**config.mk**
```make
export PLATFORM = sky130hd
export DESIGN_NAME = demux_thicc_16
export DESIGN_NICKNAME = d
export VERILOG_FILES = /design/src/rtl/demux_pkg.sv /design/src/rtl/decode_4to16.sv /design/src/rtl/demux_thicc_16.sv
export SDC_FILE = /design/constraint.sdc
export NUM_CORES = 1
export LEC_CHECK = 0
export CORE_MARGIN = 2
export CORE_UTILIZATION = 35
export DETAILED_ROUTE_END_ITERATION = 6
export DONT_BUFFER_PORTS = 1
export GPL_TIMING_DRIVEN = 1
export SYNTH_ARGS = -nofsm -noshare
export SYNTH_HDL_FRONTEND = slang
export SYNTH_HIERARCHICAL = 1
export SYNTH_SLANG_ARGS = --single-unit
```
**constraint.sdc**
```tcl
create_clock -name clk -period 1.1 [get_ports clk]
set_input_delay 0.22 -clock clk [delete_from_list [all_inputs] [get_ports clk]]
set_output_delay 0.22 -clock clk [all_outputs]
set_load 0.03 [all_outputs]
```
**src/rtl/demux_pkg.sv**
```systemverilog
// Shared types and sizes for the 1-to-16 registered demultiplexer.
// Keeps the select width and port count in one place for the decoder and the top.
package demux_pkg;

  localparam int SEL_W   = 4;
  localparam int NUM_OUT = 16;

  typedef logic [SEL_W-1:0] sel_t;

endpackage

```
**src/rtl/decode_4to16.sv**
```systemverilog
// Combinational 4-to-16 one-hot decoder with enable.
// The output is all-zero when en is low.
import demux_pkg::*;

module decode_4to16 (
  input  logic               en,
  input  sel_t               select,
  output logic [NUM_OUT-1:0] onehot
);

  always_comb begin
    onehot = '0;
    if (en) begin
      onehot[select] = 1'b1;
    end
  end

endmodule

```
**src/rtl/demux_thicc_16.sv**
```systemverilog
// Registered 1-to-16 data demultiplexer: in goes to out_<select>, all other ports drive zero.
// One clock of latency; out_sel flags the port carrying data so a routed zero can be told apart.
import demux_pkg::*;

module demux_thicc_16 #(
  parameter int WIDTH = 8
) (
  input  logic               clk,
  input  logic               reset,
  input  logic               en,
  input  logic [WIDTH-1:0]   in,
  input  sel_t               select,
  output logic [WIDTH-1:0]   out_0,
  output logic [WIDTH-1:0]   out_1,
  output logic [WIDTH-1:0]   out_2,
  output logic [WIDTH-1:0]   out_3,
  output logic [WIDTH-1:0]   out_4,
  output logic [WIDTH-1:0]   out_5,
  output logic [WIDTH-1:0]   out_6,
  output logic [WIDTH-1:0]   out_7,
  output logic [WIDTH-1:0]   out_8,
  output logic [WIDTH-1:0]   out_9,
  output logic [WIDTH-1:0]   out_a,
  output logic [WIDTH-1:0]   out_b,
  output logic [WIDTH-1:0]   out_c,
  output logic [WIDTH-1:0]   out_d,
  output logic [WIDTH-1:0]   out_e,
  output logic [WIDTH-1:0]   out_f,
  output logic [NUM_OUT-1:0] out_sel
);

  logic [NUM_OUT-1:0]            route;
  logic [NUM_OUT-1:0][WIDTH-1:0] port_d;
  logic [NUM_OUT-1:0][WIDTH-1:0] port_q;
  logic [NUM_OUT-1:0]            sel_q;

  decode_4to16 u_decode (
    .en     (en),
    .select (select),
    .onehot (route)
  );

  // Each port's next value is in gated by its decode bit, so a select change
  // clears the old port on the same edge the new one loads.
  always_comb begin
    port_d = '0;
    for (int k = 0; k < NUM_OUT; k++) begin
      port_d[k] = route[k] ? in : '0;
    end
  end

  always_ff @(posedge clk) begin
    if (reset) begin
      port_q <= '0;
      sel_q  <= '0;
    end else begin
      port_q <= port_d;
      sel_q  <= route;
    end
  end

  assign out_0   = port_q[0];
  assign out_1   = port_q[1];
  assign out_2   = port_q[2];
  assign out_3   = port_q[3];
  assign out_4   = port_q[4];
  assign out_5   = port_q[5];
  assign out_6   = port_q[6];
  assign out_7   = port_q[7];
  assign out_8   = port_q[8];
  assign out_9   = port_q[9];
  assign out_a   = port_q[10];
  assign out_b   = port_q[11];
  assign out_c   = port_q[12];
  assign out_d   = port_q[13];
  assign out_e   = port_q[14];
  assign out_f   = port_q[15];
  assign out_sel = sel_q;

endmodule

```
* Word level (Yosys, flattened, before mapping)
Index checks and enable logic that the tools add are counted.
** Storage, ports and cells
- Register bits after elaboration :: 144
- Input port bits :: 15
- Output and inout port bits :: 144
- Word-level logic and storage cells :: 55
** Operators by class
- $lt $le $gt $ge :: 2
- Mux-type cells :: 3
- Bitwise logic cells :: 16
- Reductions and logical operators :: 17
** Operator list (count)
- $reduce_or 2->1 :: 16
- $mux 16 :: 1
- $not 1->1 :: 16
- $lt 4x5->1 const B :: 1
- $demux 1 s4 :: 1
- $ge 4x1->1 const B :: 1
- $logic_and 1x1->1 :: 1
- $mux 1 :: 1

* Longest topological paths before layout
Gate-level depths: netlist of the first run.
- Depth after elaboration :: 7
- Depth in mapped cells :: 3
- Depth with buffers taken out :: 3

* Cells and area by module
Netlist of the first run, hierarchy kept.
** Modules (own cells, without submodules)
- demux_thicc_16 :: times used 1, cells each 311, area each 4252.8 um^2, sequential area each 2882.8 um^2
- decode_4to16 :: times used 1, cells each 23, area each 117.6 um^2, sequential area each 0.0 um^2

* Worst setup path before layout of the first run
OpenSTA, ideal clock, no wires.
- Kind :: in2reg
- Start point :: input port select[3]
- End point :: register port_q (netlist bit out_1[7])
- Setup time :: 0.060 ns
- Arrival time :: 1.053 ns
- Data required time :: 1.040 ns
- Setup slack :: -0.013 ns
- Stages :: 3
- Buffers on the path :: 0
- Path through :: or3b_4 > nor2_1 > and3b_1
** On the way
- Longest elaborated chain between the ends :: 7
- Elaborated cells on any way between the ends :: 8
- Classes of those cells :: order compare: 2; mux: 3; bitwise: 1; reduce/logical: 2
** Ends and longest elaborated chain
- start, declared :: line demux_thicc_16.sv:12 : input sel_t select,
- $lt 4x5->1 (implied by the code) / $ge 4x1->1 (equally long branches) :: line decode_4to16.sv:14 : onehot[select] = 1'b1;
- $logic_and 1x1->1 (implied by the code) :: line decode_4to16.sv:14
- $mux 1 (implied by the code) :: line decode_4to16.sv:14
- $demux 1 s4 (*)
- $mux 16 (*) :: line decode_4to16.sv:13 : if (en) begin
- via route[1] :: line demux_thicc_16.sv:32 : logic [NUM_OUT-1:0] route;
- $not 1->1 (no source line) (*)
- $reduce_or 2->1 (no source line) (*)
- end signal, assigned :: line demux_thicc_16.sv:57 : port_q <= port_d;
- end, declared :: line demux_thicc_16.sv:34 : logic [NUM_OUT-1:0][WIDTH-1:0] port_q;
The timed path passes the listed nets; every way through them passes the cells marked *.
A chain may end at the register's enable or synchronous reset.

* Worst setup path in the final report of the first run
- Start point :: input port in[0]
- End point :: register port_q (netlist bit out_2[0])
** RTL lines
- start, declared :: line demux_thicc_16.sv:11 : input logic [WIDTH-1:0] in,
No word-level cell between the ends.

==> results of run 1 <==
[power by group through the flow]
stage / clock network, W / registers [W] / logic (W)
global route: 0.00610 / 0.00534 / 0.000302
CTS: 0.00582 / 0.00534 / 0.000246
finish: 0.00573 / 0.00534 / 0.000283
global placement: 0 / 0.00545 / 0.000129
detailed placement: 0 / 0.00545 / 0.000131
floorplan: 0 / 0.00544 / 0.000196
[Yosys cell counts, drive strengths merged]
library cell,number
nor2b,16
nand3b,2
nand2b,2
clkbuf,8
dfxtp,144
nor3,4
and3b,128
nor2,12
buf,15
nand3,1
nand2,1
or3b,1
[worst paths after layout]
path,from,endpoint,slack [ns]
setup / recovery,in[0],out_2[0],0.001
hold / removal,reset,out_sel[0],-0.10
[state kept, by name, summed over array words and instances (netlist names)]
| signal | flops |
|---|---|
| out_c | 8 |
| out_0 | 8 |
| out_9 | 8 |
| out_6 | 8 |
| out_d | 8 |
| out_a | 8 |
| out_1 | 8 |
| out_f | 8 |
| out_5 | 8 |
| out_b | 8 |
| out_sel | 16 |
| out_7 | 8 |
| out_3 | 8 |
| out_2 | 8 |
| out_8 | 8 |
| out_e | 8 |
| out_4 | 8 |
[per-stage QoR]
| step | util (%) | setup TNS (ns) |
|---|---|---|
| final | 48.72 | 0 |
| after global routing | 48.72 | -0.1078 |
| after CTS | 47.91 | 0 |
| after detailed placement | 37.60 | -1.202 |
| after global placement | 37.60 | -0.5959 |
| after floorplan | - | -0.2194 |
[cell type report]
class,instances,area (sq um),share of cell area [%]
Clock buffer,21,460.4,7.803
Sequential cell,144,3063,51.91
Multi-Input combinational cell,167,1364,23.11
Tap cell,168,210.2,3.562
Timing Repair Buffer,69,665.6,11.28
Clock inverter,11,137.6,2.332
[cell families (layout without fill, tap and decap cells)]
kind of cell | Yosys count | after routing | share of synthesized area (%)
buffers and inverters | 23 | 101 | 3.407
DFF | 144 | 144 | 65.96
and+or+nand+nor | 167 | 167 | 30.63
[layer usage]
layer / up-vias / wire length, um
li1: 1270 / -
met1: 1360 / 5186
met2: 89 / 6550
met3: 20 / 612
met4: 0 / 245
met5: - / 0
[timing repair]
item | 4_1_cts | 5_1_grt
setup endpoints to repair | 144 | 59
resized for setup | 144 | 21
buffers inserted | 0 | 10
pin swaps | 0 | 8
hold buffers | 47 | 5
hold endpoints to repair | 144 | 24
cloned | 0 | 3
==> impl_metrics.tcl, run 1 <==
set metrics [dict create \
    status "finished, violations left" \
    violations "hold timing" \
    rsz0062_at_grt "yes" \
    most-common-layout-cells "144 x dfxtp_2, 128 x and3b_1, 30 x dlygate4sd3_1, 23 x buf_4, 17 x clkbuf_16" \
    yosys_warnings 6 \
    seq_area_frac_synth_pct 65.96 \
    diodes 0 \
    top_usage_layer "met2" \
    tightest_slew_ns 0.6986 \
    p_comb_share_pct 2.5 \
    synth_top_cell_area_share_pct 65.96 \
    synth_fp_nets 349 \
    grt_usage_pct 18.79 \
    cap_violations 0 \
    synthCells 334 \
    root_buffer "clkbuf_16" \
    synthDistinctLibCells 14 \
    critPathMaxStageDelay_ns 0.97 \
    dp_slack_ns -0.06798 \
    clockBufferDepth 2 \
    detailed_place_hpwl_um 6561 \
    layout_commonest_cell "dfxtp_2" \
    die_area_sq_um 13400 \
    grt-ovfl-total 0 \
    place_congestion 0.6769 \
    cts_tree "built" \
    crit_fanout 10 \
    io_buffers 0 \
    holdWs_ns -0.1045 \
    crit_slowest_cell "dlygate4sd3_1" \
    die_w_um 115.7 \
    cp.required_ns 1.45 \
    worstSetupEndpointType "flip-flop" \
    fin_area_sq_um 5901 \
    final_hold_viol_count 12 \
    clock.fmax_mhz 910.1 \
    swShare_pct 20.21 \
    die-height_um 115.7 \
    critical_path_depth 2 \
    slew_violations 0 \
    nets 414 \
    wl_per_cell_um 21.71 \
    crit_path_start_kind "primary input" \
    coreArea_sq_um 12110 \
    power.internal_w 0.009057 \
    antenna_found_initial 0 \
    io_pins 159 \
    ys_ff_latch 144 \
    relSlewSlack_pct 53.43 \
    grt_use_met3_pct 5.021 \
    drt_wl_total_um 12590 \
    grt_max_degree 145 \
    min_path_type "primary input to flip-flop" \
    power_frac_seq_pct 47.0 \
    crit_buf_inv 1 \
    hold-path-cell-count 1 \
    synth_area_leaders "dfxtp_1 66%, and3b_1 26%, nor2b_1 2.3%, buf_6 1.8%, nor2_1 1.0%" \
    detail_route.iter0.violations 187 \
    synth_area_sq_um 4370 \
    grt_pass1_vias 2647 \
    grt_pass1_wl_um 17530 \
    crit_type "primary input to flip-flop" \
    num-fill-cells 1087 \
    critPathTopFamily "buffers and inverters" \
    finalSetupViolCount 0 \
    cellLeakagePower_nw 3.059 \
    postSynthAreaPerCell_sq_um 13.09 \
    drc_errors 0 \
    min_period_over_period_pct 99.88 \
    clkTransAtPathRegs_ns 0.06 \
    dp.cells 495 \
    worst_ep_arrival_time_ns 1.45 \
    power_density_nw_per_um2 1924 \
    stdcell_count 580 \
    place_area_sq_um 4554 \
    num_vias 2739 \
    path_cells "dlygate4sd3_1 > and3b_1" \
    vias_per_cell 4.722 \
    synthToLayoutAreaGrowth_pct 35.01 \
    h-tree-depth 4 \
    cts_sinks 144 \
    cts_buffers 17 \
    vdd_drop_max_mv 0.9338 \
    layout-drive-gt1-share_pct 51.94 \
    start_util_pct 36.08 \
    postRouteAntennaNets 0 \
    synth_area_leader_cell "dfxtp_1" \
    p_switching_w 0.002294 \
    use_met1_pct 21.95 \
    pwr-share-clk_pct 50.5 \
    first_pass_iters 4 \
    met2_usage_pct 32.12 \
    num_rows 40 \
    worst_slack_ns 0.001272 \
    layout_min_cycle_time_ns 1.099 \
    total_power_w 0.01135 \
]
(Power assumes the default switching activity.)
==> inputs of run 2 (changes only) <==
==> constraint.sdc (replaced) <==
create_clock -name clk -period 1 [get_ports clk]
set_input_delay 0.2 -clock clk [delete_from_list [all_inputs] [get_ports clk]]
set_output_delay 0.2 -clock clk [all_outputs]
set_load 0.03 [all_outputs]
==> impl_metrics.tcl, run 2 (synthesis gave the netlist of run 1 again) <==
set metrics [dict create \
    status "finished, violations left" \
    violations "hold timing, setup timing" \
    vdd_drop_max_mv 0.9466 \
    cts_sinks 144 \
    swShare_pct 20.94 \
    wl_per_cell_um 20.56 \
    io_pins 159 \
    layout_commonest_cell "dfxtp_4" \
    first_pass_iters 4 \
    drt_wl_total_um 11000 \
    grt_max_degree 145 \
    finalSetupViolCount 105 \
    holdWs_ns -0.1502 \
    num_vias 2532 \
    coreArea_sq_um 12110 \
    hold-path-cell-count 1 \
    antenna_found_initial 0 \
    min_period_over_period_pct 101.6 \
    critical_path_depth 0 \
    layout-drive-gt1-share_pct 54.50 \
    post_cts_buffers 0 \
    tns_ns -0.5328 \
    layout_min_cycle_time_ns 1.016 \
    power_frac_seq_pct 45.8 \
    postRouteAntennaNets 0 \
    clockBufferDepth 2 \
    grt_usage_pct 17.18 \
    postLayoutCoreUtil_pct 48.01 \
    worstSetupEndpointType "output port" \
    drc_errors 0 \
    power.internal_w 0.009508 \
    die_area_sq_um 13400 \
    tightest_slew_ns 0.3144 \
    cellLeakagePower_nw 2.755 \
    die-height_um 115.7 \
    slew_violations 0 \
    vias_per_cell 4.733 \
    largest_register_ffs 16 \
    crit_type "flip-flop to output port" \
    final_hold_viol_count 135 \
    io_buffers 0 \
    crit_path_start_kind "flip-flop" \
    cts_tree "built" \
    grt_pass1_vias 2564 \
    clock.fmax_mhz 983.8 \
    p_comb_share_pct 1.3 \
    rsz0062_at_grt "yes" \
    hold_buffers 9 \
    pwr-share-clk_pct 53.0 \
    nets 369 \
    cap_violations 0 \
    total_power_w 0.01203 \
    p_switching_w 0.002518 \
    h-tree-depth 4 \
    fin_area_sq_um 5814 \
    diodes 0 \
    grt-ovfl-total 0 \
    worst_slack_ns -0.01647 \
    detail_route.iter0.violations 143 \
    min_path_type "primary input to flip-flop" \
    root_buffer "clkbuf_16" \
    detailed_place_hpwl_um 6439 \
    worst_ep_arrival_time_ns 0.82 \
    crit_fanout 1 \
    cp.required_ns 0.80 \
    relSlewSlack_pct 78.97 \
    start_util_pct 36.08 \
    power_density_nw_per_um2 2068 \
    most-common-layout-cells "144 x dfxtp_4, 128 x and3b_1, 17 x clkbuf_16, 16 x nor2b_1, 14 x buf_4" \
    place_area_sq_um 4561 \
    cts_buffers 17 \
    num_rows 40 \
    clkTransAtPathRegs_ns 0.06 \
    place_congestion 0.7369 \
    die_w_um 115.7 \
    synthToLayoutAreaGrowth_pct 33.04 \
    grt_pass1_wl_um 16300 \
]
==> run 2: cell count changes in the layout (fill, tap and decap cells not counted), moves of 2 or more <==
cell	before	now
dlymetal6s4s_1	10	0
nand2b_1	0	2
buf_4	23	14
inv_6	0	2
nor2_2	5	3
dlygate4sd3_1	30	9
clkdlybuf4s15_2	3	0
nand2b_2	2	0
clkinvlp_4	3	1
dfxtp_2	144	0
dfxtp_4	0	144
buf_6	3	0
==> run 2: power groups by stage <==
| stage | sequential (W) | combinational (W) | clock (W) |
|---|---|---|---|
| after detailed placement | 0.00599 | 0.000146 | 0 |
| after floorplan | 0.00598 | 0.000219 | 0 |
| final | 0.00550 | 0.000151 | 0.00637 |
| after global routing | 0.00550 | 0.000163 | 0.00683 |
| after CTS | 0.00550 | 0.000149 | 0.00647 |
| after global placement | 0.00599 | 0.000144 | 0 |
==> run 2: final cells by class <==
| class | count | area [sq um] |
|---|---|---|
| clock buffers | 19 | 442.9 |
| clock inverters | 13 | 160.2 |
| fillers | 1080 | 6297 |
| multi-input cells | 167 | 1378 |
| flip-flops and latches | 144 | 3423 |
| well taps | 168 | 210.2 |
| repair buffers | 24 | 200.2 |
==> run 2: worst paths after layout <==
path  startpoint           to
max     out_0[2]     out_0[2]
min        reset  out_sel[14]
==> run 2: through the flow <==
step	setup WS, ns	cells
3_5_place_dp	-0.1688	493
2_1_floorplan	-0.04371	334
5_1_grt	-0.04607	535
4_1_cts	-0.03604	534
3_3_place_gp	-0.1470	493
6_report	-0.01647	535
==> run 2: repair_timing <==
action / in CTS / in global routing
pin swaps: 0 / 1
endpoints found under the setup margin: 144 / 153
endpoints found under the hold margin: 144 / 135
gates cloned: 0 / 1
gates resized for setup: 288 / 5
==> run 2: layer usage <==
layer / up-vias / global-route usage [%] / wire [um]
met3: 23 / 6.172 / 673
li1: 1172 / - / -
met4: 0 / 8.571 / 322
met5: - / 0 / 0
met2: 114 / 28.73 / 5546
met1: 1223 / 19.43 / 4456
==> inputs of run 3 (changes only) <==
==> constraint.sdc (replaced) <==
create_clock -name clk -period 0.82 [get_ports clk]
set_input_delay 0.164 -clock clk [delete_from_list [all_inputs] [get_ports clk]]
set_output_delay 0.164 -clock clk [all_outputs]
set_load 0.03 [all_outputs]
==> impl_metrics.tcl, run 3 (synthesis gave the netlist of run 1 again) <==
set metrics [dict create \
    die-height_um 115.7 \
    clock.fmax_mhz 1014 \
    grt_max_degree 145 \
    min_path_type "primary input to flip-flop" \
    cts_sinks 144 \
    num_vias 2487 \
    worstSetupEndpointType "output port" \
    diodes 0 \
    postRouteAntennaNets 0 \
    worst_ep_arrival_time_ns 0.82 \
    layout_min_cycle_time_ns 0.9857 \
    finalSetupViolCount 144 \
    cap_violations 0 \
    tightest_slew_ns 0.3051 \
    min_period_over_period_pct 120.2 \
    first_pass_iters 4 \
    vdd_drop_max_mv 1.208 \
    cellLeakagePower_nw 2.695 \
    cp.required_ns 0.66 \
    hp-start "reset" \
    drc_errors 0 \
    grt-ovfl-total 0 \
    status "finished, violations left" \
    num-fill-cells 1060 \
    slew_violations 0 \
    layout-drive-gt1-share_pct 56.86 \
    place_congestion 0.7666 \
    antenna_found_initial 0 \
    post_cts_buffers 0 \
    die_w_um 115.7 \
    num_rows 40 \
    multi_input_area_sq_um 1395 \
    regArea_sq_um 3423 \
    coreArea_sq_um 12110 \
    power_density_nw_per_um2 2574 \
    use_met1_pct 19.82 \
    drt_wl_total_um 10780 \
    h-tree-depth 4 \
    vias_per_cell 4.737 \
    crit_path_start_kind "flip-flop" \
    clkTransAtPathRegs_ns 0.06 \
    hold-path-cell-count 1 \
    detail_route.iter0.violations 113 \
    rsz0062_at_grt "yes" \
    detailed_place_hpwl_um 6442 \
    wl_per_cell_um 20.53 \
    top_usage_layer "met2" \
    synthToLayoutAreaGrowth_pct 31.69 \
    cts_buffers 17 \
    violations "hold timing, setup timing" \
    most-common-layout-cells "144 x dfxtp_4, 128 x and3b_1, 17 x clkbuf_16, 16 x nor2b_1, 14 x buf_4" \
    met2_usage_pct 26.59 \
    root_buffer "clkbuf_16" \
    worst_slack_ns -0.1657 \
    io_buffers 0 \
    crit_fanout 1 \
    tns_ns -21.92 \
    layout_commonest_cell "dfxtp_4" \
    grt_use_met3_pct 6.538 \
    min_delay_worst_endpoint "out_sel[2]" \
    relSlewSlack_pct 79.60 \
    die_area_sq_um 13400 \
    grt_pass1_wl_um 15960 \
    start_util_pct 36.08 \
    crit_type "flip-flop to output port" \
    final_hold_viol_count 144 \
    largest_register_ffs 16 \
    grt_pass1_vias 2486 \
    grt_usage_pct 16.97 \
    cts_tree "built" \
    clockBufferDepth 2 \
    dp_slack_ns -0.3301 \
    holdWs_ns -0.1730 \
    nets 359 \
    io_pins 159 \
]
[run 3: cell types whose count changed in the layout (fill, tap and decap cells not counted), sizes merged]
cell and delta:
buf -1, dlygate4sd3 -9, clkbuf +2, clkinv -2
[run 3: how the worst max path moves through the flow]
| stage | start | endpoint | slack, ns | depth (start not counted) |
|---|---|---|---|---|
| floorplan | select[3] | out_1[0] | -0.19 | 3 |
| global placement | select[3] | out_2[7] | -0.32 | 4 |
| detailed placement | select[3] | out_2[4] | -0.33 | 4 |
| CTS | out_sel[14] | out_sel[14] | -0.19 | 0 |
| global route | out_sel[14] | out_sel[14] | -0.20 | 0 |
| finish | out_sel[14] | out_sel[14] | -0.17 | 0 |
[run 3: where the power goes]
group	switching, W	leakage [nW]	internal, W	total [W]
logic	0.0000718	1.11	0.000117	0.000189
registers	0.000109	1.28	0.00660	0.00671
clock network	0.00286	0.304	0.00505	0.00792
[run 3: metal layers]
layer | part of all wire (%) | vias up
met2 | 48 | 110
met3 | 5.9 | 26
met4 | 3.2 | 0
met5 | 0 | -
li1 | - | 1163
met1 | 43 | 1188
[run 3: area by class of cell]
cell class,count,area share (%)
flip-flops and latches,144,59.48
multi-input cells,167,24.24
clock buffers,21,8.174
well taps,168,3.652
clock inverters,11,2.630
repair buffers,14,1.826
[run 3: metrics by stage]
| stage | utilization (%) | total power, W | area (sq um) | std cells |
|---|---|---|---|---|
| after floorplan | - | 0.007572 | 4427 | 334 |
| after global placement | 37.92 | 0.007496 | 4593 | 493 |
| after detailed placement | 37.92 | 0.007498 | 4593 | 493 |
| after CTS | 47.52 | 0.01502 | 5756 | 525 |
| after global routing | 47.52 | 0.01541 | 5756 | 525 |
| final | 47.52 | 0.01482 | 5756 | 525 |
[run 3: repair_timing]
action,CTS,global route
setup endpoints to repair,144,144
cloned,0,0
gates resized for setup,288,0
hold endpoints to repair,144,144
pin swaps,0,0
